### src/rtl/imem_boot_loader.sv
// rtl/imem_boot_loader.sv - boot-time instruction memory loader from a byte-serial host stream
module imem_boot_loader #(
  parameter int          IMEM_WORDS     = 1024,
  parameter logic [31:0] BASE_ADDR      = 32'h0000_0000,
  parameter int          TIMEOUT_CYCLES = 65536
) (
  input  logic        clk,
  input  logic        rst,
  input  logic        start_load,
  input  logic        byte_valid,
  input  logic [7:0]  byte_data,
  output logic        byte_ready,
  output logic        imem_we,
  output logic [31:0] imem_waddr,
  output logic [31:0] imem_wdata,
  output logic        loader_done,
  output logic        load_error,
  output logic        core_rst_n,
  output logic [15:0] words_loaded
);

  localparam int WIW = $clog2(IMEM_WORDS) + 1;

  typedef enum logic [2:0] {
    S_IDLE,
    S_LEN,
    S_DATA,
    S_CSUM,
    S_DONE,
    S_ERROR
  } state_t;

  state_t state;
  state_t state_nxt;

  logic [1:0]     byte_idx;
  logic [23:0]    asm_q;
  logic [WIW-1:0] word_idx;
  logic [WIW-1:0] len_q;
  logic [31:0]    sum_q;
  logic [31:0]    idle_cnt;
  logic           imem_we_q;
  logic [31:0]    imem_wdata_q;

  logic           active;
  logic           hs;
  logic           last_byte;
  logic           start_ok;
  logic           timeout_hit;
  logic [31:0]    full_word;

  // The byte currently on the bus completes a word when it is the fourth one.
  assign active      = (state == S_LEN) || (state == S_DATA) || (state == S_CSUM);
  assign hs          = byte_valid && active;
  assign last_byte   = hs && (byte_idx == 2'd3);
  assign full_word   = {byte_data, asm_q};
  assign start_ok    = start_load && ((state == S_IDLE) || (state == S_DONE) || (state == S_ERROR));
  assign timeout_hit = (TIMEOUT_CYCLES != 0) && active && !hs &&
                       (idle_cnt == 32'(TIMEOUT_CYCLES - 1));

  assign imem_we    = imem_we_q;
  assign imem_wdata = imem_wdata_q;
  assign imem_waddr = BASE_ADDR + (32'(word_idx) << 2);

  // State register.
  always_ff @(posedge clk) begin
    if (rst) begin
      state <= S_IDLE;
    end else begin
      state <= state_nxt;
    end
  end

  // Next-state decisions; length and checksum are judged on the completing byte itself.
  always_comb begin
    state_nxt = state;
    case (state)
      S_IDLE, S_DONE, S_ERROR: begin
        if (start_load) state_nxt = S_LEN;
      end
      S_LEN: begin
        if (last_byte) begin
          if (full_word > 32'(IMEM_WORDS)) state_nxt = S_ERROR;
          else if (full_word == 32'd0)      state_nxt = S_CSUM;
          else                              state_nxt = S_DATA;
        end else if (timeout_hit) begin
          state_nxt = S_ERROR;
        end
      end
      S_DATA: begin
        // Stay in DATA through the write cycle of the last word so imem_we never leaks out.
        if (imem_we_q && ((word_idx + WIW'(1)) == len_q)) state_nxt = S_CSUM;
        else if (timeout_hit)                             state_nxt = S_ERROR;
      end
      S_CSUM: begin
        if (last_byte)        state_nxt = (full_word == sum_q) ? S_DONE : S_ERROR;
        else if (timeout_hit) state_nxt = S_ERROR;
      end
      default: state_nxt = S_IDLE;
    endcase
  end

  // Status outputs are a pure function of the state.
  always_comb begin
    byte_ready  = 1'b0;
    loader_done = 1'b0;
    load_error  = 1'b0;
    core_rst_n  = 1'b0;
    case (state)
      S_LEN, S_DATA, S_CSUM: byte_ready = 1'b1;
      S_DONE: begin
        loader_done = 1'b1;
        core_rst_n  = 1'b1;
      end
      S_ERROR: load_error = 1'b1;
      default: ;
    endcase
  end

  // Byte assembly, word writes, running sum and idle timer.
  always_ff @(posedge clk) begin
    if (rst) begin
      byte_idx     <= 2'd0;
      asm_q        <= 24'd0;
      word_idx     <= '0;
      len_q        <= '0;
      sum_q        <= 32'd0;
      idle_cnt     <= 32'd0;
      words_loaded <= 16'd0;
      imem_we_q    <= 1'b0;
      imem_wdata_q <= 32'd0;
    end else begin
      imem_we_q <= 1'b0;
      if (start_ok) begin
        byte_idx     <= 2'd0;
        word_idx     <= '0;
        sum_q        <= 32'd0;
        idle_cnt     <= 32'd0;
        words_loaded <= 16'd0;
      end else begin
        if (hs) begin
          byte_idx <= byte_idx + 2'd1;
          case (byte_idx)
            2'd0:    asm_q[7:0]   <= byte_data;
            2'd1:    asm_q[15:8]  <= byte_data;
            2'd2:    asm_q[23:16] <= byte_data;
            default: ;
          endcase
        end
        if ((state == S_LEN) && last_byte) begin
          len_q <= full_word[WIW-1:0];
        end
        if ((state == S_DATA) && last_byte) begin
          imem_we_q    <= 1'b1;
          imem_wdata_q <= full_word;
        end
        if (imem_we_q) begin
          sum_q        <= sum_q + imem_wdata_q;
          words_loaded <= words_loaded + 16'd1;
          word_idx     <= word_idx + WIW'(1);
        end
        if (hs || (state_nxt != state)) begin
          idle_cnt <= 32'd0;
        end else if (active) begin
          idle_cnt <= idle_cnt + 32'd1;
        end
        // A partial word never survives into ERROR.
        if (state_nxt == S_ERROR) begin
          byte_idx <= 2'd0;
        end
      end
    end
  end

endmodule

### config.mk
export PLATFORM = sky130hd
export DESIGN_NAME = imem_boot_loader
export DESIGN_NICKNAME = d
export VERILOG_FILES = /design/src/rtl/imem_boot_loader.sv
export SDC_FILE = /design/constraint.sdc
export NUM_CORES = 1
export LEC_CHECK = 0
export CORE_UTILIZATION = 57
export DETAILED_ROUTE_END_ITERATION = 10
export PLACE_DENSITY = 0.8
export SYNTH_ARGS = -nofsm -noshare
export SYNTH_HDL_FRONTEND = slang
export SYNTH_SLANG_ARGS = --single-unit
### constraint.sdc
create_clock -name clk -period 3.4 [get_ports clk]
set_input_delay 0.51 -clock clk [delete_from_list [all_inputs] [get_ports clk]]
set_output_delay 0.51 -clock clk [all_outputs]
set_load 0.005 [all_outputs]
==> results of run 1 <==
power breakdown:
group          total (mW)  internal [mW]  switching (mW)
clock                2.03           1.23           0.796
combinational       0.171         0.0597           0.111
sequential           1.94           1.93          0.0150
total                4.14           3.22           0.922
flip-flops by register name, indices dropped and copies added, names as in the netlist, 3 cells and up:
| signal | cells |
|---|---|
| len_q | 11 |
| imem_wdata | 32 |
| asm_q | 24 |
| state | 3 |
| idle_cnt | 32 |
| words_loaded | 16 |
| word_idx | 11 |
| sum_q | 32 |
worst paths after layout:
path	end	depth (start not counted)	slack [ns]	from
max	sum_q[31]	11	0.30	imem_wdata[1]
min	imem_wdata[12]	2	0.48	imem_wdata[12]
max reg2reg	sum_q[31]	11	0.30	imem_wdata[1]
min reg2reg	imem_wdata[12]	2	0.48	imem_wdata[12]
layout make-up:
cell class	instances	share of cell area, %
clock inverter	11	1.42
tap	188	2.26
timing repair buffer	97	8.87
multi-input combinational	840	50.3
sequential	164	31.5
inverter	29	1.05
clock buffer	21	4.61
worst min-delay path: stages, from the launching register on:
cell                      delay [ns]
sky130_fd_sc_hd__dfxtp_1        0.32
sky130_fd_sc_hd__nand2_1        0.06
sky130_fd_sc_hd__a21oi_1        0.05
synthesized netlist by cell type (14+ instances only):
cell type and instances:
sky130_fd_sc_hd__a21o_1 14, sky130_fd_sc_hd__a21oi_1 83, sky130_fd_sc_hd__and3_1 18, sky130_fd_sc_hd__buf_4 23, sky130_fd_sc_hd__clkbuf_1 32, sky130_fd_sc_hd__dfxtp_1 164
sky130_fd_sc_hd__ha_1 38, sky130_fd_sc_hd__inv_1 27, sky130_fd_sc_hd__mux2i_1 38, sky130_fd_sc_hd__nand2_1 144, sky130_fd_sc_hd__nand3_1 57, sky130_fd_sc_hd__nand4_1 24
sky130_fd_sc_hd__nor2_1 127, sky130_fd_sc_hd__nor3_1 16, sky130_fd_sc_hd__nor4_1 15, sky130_fd_sc_hd__o21ai_0 19, sky130_fd_sc_hd__xnor2_1 84, sky130_fd_sc_hd__xor2_1 38
per-stage QoR:
stage | setup WS, ns | hold WS (ns) | instance area (sq um) | utilization [%]
final | 0.299 | 0.476 | 10400 | 68.5
after detailed placement | 0.214 | 0.469 | 9780 | 64.4
after global placement | 0.316 | 0.468 | 9780 | 64.4
after global routing | 0.0983 | 0.507 | 10400 | 68.5
after CTS | 0.196 | 0.479 | 10400 | 68.5
after floorplan | 0.670 | 0.468 | 8970 | -
kinds of logic (layout without fill, tap and decap cells):
group | Yosys count | count (layout)
AOI/OAI and AO/OA | 175 | 175
xor gates and xnor gates | 122 | 122
adders and majority gates | 39 | 39
buffers and inverters | 96 | 158
DFF | 164 | 164
muxes | 39 | 39
other | 1 | 21
and+or+nand+nor | 444 | 444
layer usage:
layer / up-vias / wire length, microns / track usage (%)
li1: 3840 / - / -
met1: 3729 / 9840 / 36.7
met2: 256 / 10300 / 45.9
met3: 38 / 1410 / 6.62
met4: 0 / 467 / 9.03
met5: - / 0 / 0
what timing repair did:
action                                  4_1_cts  5_1_grt
endpoints found under the setup margin        0        1
buffers inserted                              0        0
gates resized for setup                       0        1
==> reports/qor.txt, run 1 <==
commonest non-fill, non-tap cell in the layout: sky130_fd_sc_hd__dfxtp_1
Port-buffer cells: 75
Synth Area in Compound Gates: 12.6%
library cell used as clock root buffer: sky130_fd_sc_hd__clkbuf_16
max-cap violations: 0
critical path cell sequence: ha_1, a211oi_1, o21ai_0, a2111oi_0, buf_4, o2111ai_1, nand3_1, a31o_2, xnor2_1, a21oi_1, a31o_2
total CTS buffers: 17
clock transition at the registers of the reported paths: 0.06 ns
Adder-Cell Fraction of Synth Area: 5.57%
Post-CTS Hold Fix Bufs: 0
dpl hpwl: 15.9 mm
result of the run: finished clean
largest incremental delay on the critical path: 0.49 ns
Syn Std Cell Area: 8900 sq um
largest cells by area after synthesis: sky130_fd_sc_hd__dfxtp_1, sky130_fd_sc_hd__xnor2_1, sky130_fd_sc_hd__nand2_1, sky130_fd_sc_hd__nor2_1, sky130_fd_sc_hd__ha_1
synthesized area per cell: 8.24 sq um
residual DRC count: 0
synthesized-area fraction occupied by and/or/nand/nor cells: 23.2%
IR Drop Worst-Case VDD: 315 uV
number of top-level design ports: 97
Synth Register Bits: 164
initial antenna violation count: 0
placed instance count: 1318
Routed wire per std cell: 16.3 microns
portion of the clock cycle consumed by the worst path in the final layout: 91.2%
share of the synthesized area in the top cell type: 36.9%
first-pass GRT wire length: 35.9 mm
main combinational cell family by area after synthesis: simple AND/OR/NAND/NOR gates
Post-Layout Cell Count: 1350
number of distinct library cells after synthesis: 62
number of standard-cell rows in the floorplan: 45
Critical path buffers and inverters: 1
Final Hold Violating Endpoints: 0
area occupied by multi-input gates: 5240 sq um
worst-case clock skew: 0.0113 ns
highest-count cells in the layout ignoring fill and taps: sky130_fd_sc_hd__dfxtp_1, sky130_fd_sc_hd__nand2_1, sky130_fd_sc_hd__nor2_1
initial core utilization: 58.5%
vias per std cell: 5.82
area growth from synthesis to layout: 17.0%
worst-skew pair later-pin latency: 0.43 ns
first drt pass iteration count: 5
number of warnings printed during yosys synthesis: 0
Leak: 3.75 nW
number of filler cells placed in the layout: 1257
Largest delay share family, worst path: compound AO/OA/AOI/OAI gates
Worst path most repeated cell: sky130_fd_sc_hd__a31o_2
overall routing resource usage: 28.1%
core area: 15200 sq um
Tot Pwr: 4.14 mW
min Tclk post-route: 3.10 ns
Max Slew Vio Count: 0
Die W: 127 microns
Cells after Synth: 1080
Diodes inserted: 0
Die Y: 127 microns
CTS HTree Levels: 4
critical path capture point type: register
endpoint required time on the critical path: 3.73 ns
number of sinks handled by clock tree synthesis: 164
achievable frequency: 0.323 GHz
proportion of layout cells with a drive suffix above 1: 6.37%
crit path launch type: register
crit path DAT: 3.43 ns
Setup Crit Path Kind: reg2reg
Post-Synth XOR/XNOR Area: 12.0%
final wirelength: 22.0 mm
sequential standard cell area: 3280 sq um
Pwr per Cell Area: 398 nW/um^2
global route overflow: 0
number of global-route vias before repair: 7188
dominant register cell in the synthesized netlist: sky130_fd_sc_hd__dfxtp_1
share of async-settable or async-resettable flops after synthesis: 0%
EDFF count, synth: 0
clock tree from TritonCTS: yes
largest net degree at the start of global routing: 73
last weighted congestion value of the routability-driven placer: 0.941
number of DRC markers after the initial detailed-route iteration: 651
register area share after synthesis: 36.9%
setup TNS: 0 ns
via count: 7863
class of the most critical hold timing path: reg2reg
portion of netlist area occupied by mux cells: 4.40%
largest area contributor in the synthesized netlist: sky130_fd_sc_hd__dfxtp_1
die area: 16100 sq um
slowest library cell on the worst path: sky130_fd_sc_hd__a2111oi_0
endpoints failing setup: 0
CP Max Fanout: 4
transition at the pin with the smallest max-transition slack: 0.762 ns
clock tree buffer depth: 2
Max transition margin: 49.2%
unrepaired setup endpoints after global routing: false
Antenna Violating Nets Remaining: 0
final-stage net count: 1200
(Power assumes the default switching activity.)
==> run 2, diff against run 1 <==
--- a/config.mk
+++ b/config.mk
@@ -5,6 +5,7 @@
 export SDC_FILE = /design/constraint.sdc
 export NUM_CORES = 1
 export LEC_CHECK = 0
+export CORE_MARGIN = 4
 export CORE_UTILIZATION = 57
 export DETAILED_ROUTE_END_ITERATION = 10
 export PLACE_DENSITY = 0.8
==> run 2 against run 1 <==
- global-route usage shrank 2.6 points
- utilization is essentially flat
- sequential cell count is the same
- critical path type unchanged
- critical endpoint is now sum_q[28]
- non-clock buffer count shrank 3
- routed wire length grew 2.5%
- sequential power is essentially flat
==> reports/qor.txt, run 2 (same netlist as run 1, synthesis figures left out) <==
unrepaired setup endpoints after global routing: false (unchanged)
Final Hold Violating Endpoints: 0 (unchanged)
clock tree from TritonCTS: yes (unchanged)
max-cap violations: 0 (unchanged)
endpoints failing setup: 0 (unchanged)
Setup Crit Path Kind: reg2reg (unchanged)
number of sinks handled by clock tree synthesis: 164 (unchanged)
Routed wire per std cell: 16.5 microns (was 16.3 microns)
Antenna Violating Nets Remaining: 0 (unchanged)
Post-CTS Hold Fix Bufs: 0 (unchanged)
last weighted congestion value of the routability-driven placer: 1.00 (was 0.941)
Hold Worst Slack: 0.477 ns (was 0.476 ns)
core area: 15300 sq um (was 15200 sq um)
slowest library cell on the worst path: sky130_fd_sc_hd__fa_1 (was sky130_fd_sc_hd__a2111oi_0)
Die Y: 133 microns (was 127 microns)
initial core utilization: 58.3% (was 58.5%)
IR Drop Worst-Case VDD: 324 uV (was 315 uV)
Port-buffer cells: 75 (unchanged)
total CTS buffers: 17 (unchanged)
global route overflow: 0 (unchanged)
Leak: 3.75 nW (about the same)
worst-skew pair later-pin latency: 0.43 ns (about the same)
first-pass GRT wire length: 37.0 mm (was 35.9 mm)
critical path capture point type: register (unchanged)
Max Slew Vio Count: 0 (unchanged)
portion of the clock cycle consumed by the worst path in the final layout: 89.9% (was 91.2%)
CP Max Fanout: 5 (was 4)
number of DRC markers after the initial detailed-route iteration: 777 (was 651)
crit path launch type: register (unchanged)
result of the run: finished clean (unchanged)
largest net degree at the start of global routing: 73 (unchanged)
worst-case clock skew: 0.00873 ns (was 0.0113 ns)
residual DRC count: 0 (unchanged)
CTS HTree Levels: 4 (unchanged)
transition at the pin with the smallest max-transition slack: 0.789 ns (was 0.762 ns)
first drt pass iteration count: 6 (was 5)
Diodes inserted: 0 (unchanged)
initial antenna violation count: 0 (unchanged)
cells resized by post-CTS repair: 0 (unchanged)
setup TNS: 0 ns (unchanged)
final-stage net count: 1197 (was 1200)
achievable frequency: 0.327 GHz (was 0.323 GHz)
die area: 17700 sq um (was 16100 sq um)
crit path DAT: 3.37 ns (was 3.43 ns)
area growth from synthesis to layout: 17.5% (was 17.0%)
critical path cell sequence: ha_1, inv_1, fa_1, nor2b_1, o21ai_1, a21o_1, a31o_2, o21a_1, o21ai_2, a41oi_1, mux2i_1, a311o_1 (was ha_1, a211oi_1, o21ai_0, a2111oi_0, buf_4, o2111ai_1, nand3_1, a31o_2, xnor2_1, a21oi_1, a31o_2)
highest-count cells in the layout ignoring fill and taps: sky130_fd_sc_hd__dfxtp_1, sky130_fd_sc_hd__nand2_1, sky130_fd_sc_hd__nor2_1 (unchanged)
final wirelength: 22.6 mm (was 22.0 mm)
vias per std cell: 5.79 (was 5.82)
min Tclk post-route: 3.06 ns (was 3.10 ns)
proportion of layout cells with a drive suffix above 1: 5.95% (was 6.37%)
commonest non-fill, non-tap cell in the layout: sky130_fd_sc_hd__dfxtp_1 (unchanged)
number of post-CTS setup repair buffers: 0 (unchanged)
overall routing resource usage: 25.5% (was 28.1%)
dpl hpwl: 16.1 mm (was 15.9 mm)
endpoint required time on the critical path: 3.71 ns (was 3.73 ns)
clock tree buffer depth: 2 (unchanged)
largest incremental delay on the critical path: 0.39 ns (was 0.49 ns)
number of standard-cell rows in the floorplan: 45 (unchanged)
number of global-route vias before repair: 7327 (was 7188)
Die W: 133 microns (was 127 microns)
via count: 7936 (was 7863)
clock transition at the registers of the reported paths: 0.06 ns (about the same)
Max transition margin: 47.4% (was 49.2%)
library cell used as clock root buffer: sky130_fd_sc_hd__clkbuf_16 (unchanged)
Pwr per Cell Area: 404 nW/um^2 (was 398 nW/um^2)
number of top-level design ports: 97 (unchanged)
class of the most critical hold timing path: reg2reg (unchanged)
-- run 2: cell types whose count changed in the layout (fill, tap and decap cells not counted), sizes merged --
cell and change:
buf -3, inv -1, bufinv +2, clkbuf -1
-- run 2: metal layers --
layer / track usage (%) / part of all wire (%) / up-vias / wire [microns]
li1: - / - / 3844 / -
met4: 7.27 / 2.1 / 0 / 464
met5: 0 / 0 / - / 0
met3: 6.62 / 7.2 / 42 / 1630
met2: 41.5 / 47 / 306 / 10700
met1: 33.4 / 43 / 3744 / 9770
-- run 2: where the power goes --
group	leakage, nW	switching (mW)	internal [mW]	total [mW]
Combinational	2.13	0.112	0.0599	0.172
Clock	0.303	0.784	1.32	2.11
Sequential	1.32	0.0141	1.93	1.94
Total	3.75	0.910	3.31	4.22
-- run 2: worst max-delay path: cells and delay by family (launching register included) --
| kind | cells | cell delay [ns] |
|---|---|---|
| and+or+nand+nor | 1 | 0.13 |
| buffers and inverters | 1 | 0.07 |
| muxes | 1 | 0.15 |
| DFF | 1 | 0.38 |
| AOI/OAI and AO/OA | 7 | 1.61 |
| adders and majority gates | 2 | 0.60 |
-- run 2: worst paths after layout --
| check | start | end | slack, ns | cells past startpoint |
|---|---|---|---|---|
| worst max-delay path | sum_q[0] | sum_q[28] | 0.34 | 12 |
| worst min-delay path | imem_wdata[20] | imem_wdata[20] | 0.48 | 2 |
| worst max register to register | sum_q[0] | sum_q[28] | 0.34 | 12 |
| worst min register to register | imem_wdata[20] | imem_wdata[20] | 0.48 | 2 |
-- run 2: cell type report --
type / count / area [sq um]
Multi-Input combinational cell: 840 / 5240
Fill cell: 1233 / 4800
Sequential cell: 164 / 3280
Timing Repair Buffer: 94 / 913
Clock buffer: 20 / 447
Tap cell: 211 / 264
Clock inverter: 12 / 203
Inverter: 29 / 109
-- run 2: stage by stage --
stage / std cells / total power, mW / setup WS, ns / instance area (sq um) / utilization [%]
6_report: 1370 / 4.22 / 0.344 / 10500 / 68.5
5_1_grt: 1370 / 4.33 / 0.0875 / 10500 / 68.5
4_1_cts: 1370 / 4.24 / 0.251 / 10500 / 68.5
3_5_place_dp: 1338 / 2.15 / 0.203 / 9800 / 64.2
3_3_place_gp: 1338 / 2.15 / 0.282 / 9800 / 64.2
2_1_floorplan: 1100 / 2.10 / 0.670 / 8970 / -
==> run 3, diff against run 2 <==
--- a/config.mk
+++ b/config.mk
@@ -12,3 +12,4 @@
 export SYNTH_ARGS = -nofsm -noshare
 export SYNTH_HDL_FRONTEND = slang
 export SYNTH_SLANG_ARGS = --single-unit
+export TNS_END_PERCENT = 1
==> constraint.sdc (replaced) <==
create_clock -name clk -period 3.4 [get_ports clk]
set_input_delay 0.51 -clock clk [delete_from_list [all_inputs] [get_ports clk]]
set_output_delay 0.51 -clock clk [all_outputs]
set_load 0.05 [all_outputs]
==> results of run 3 <==
The final DEF is identical to that of run 2. Status: finished clean.
Among the figures that moved: total power 4.22 mW -> 4.27 mW
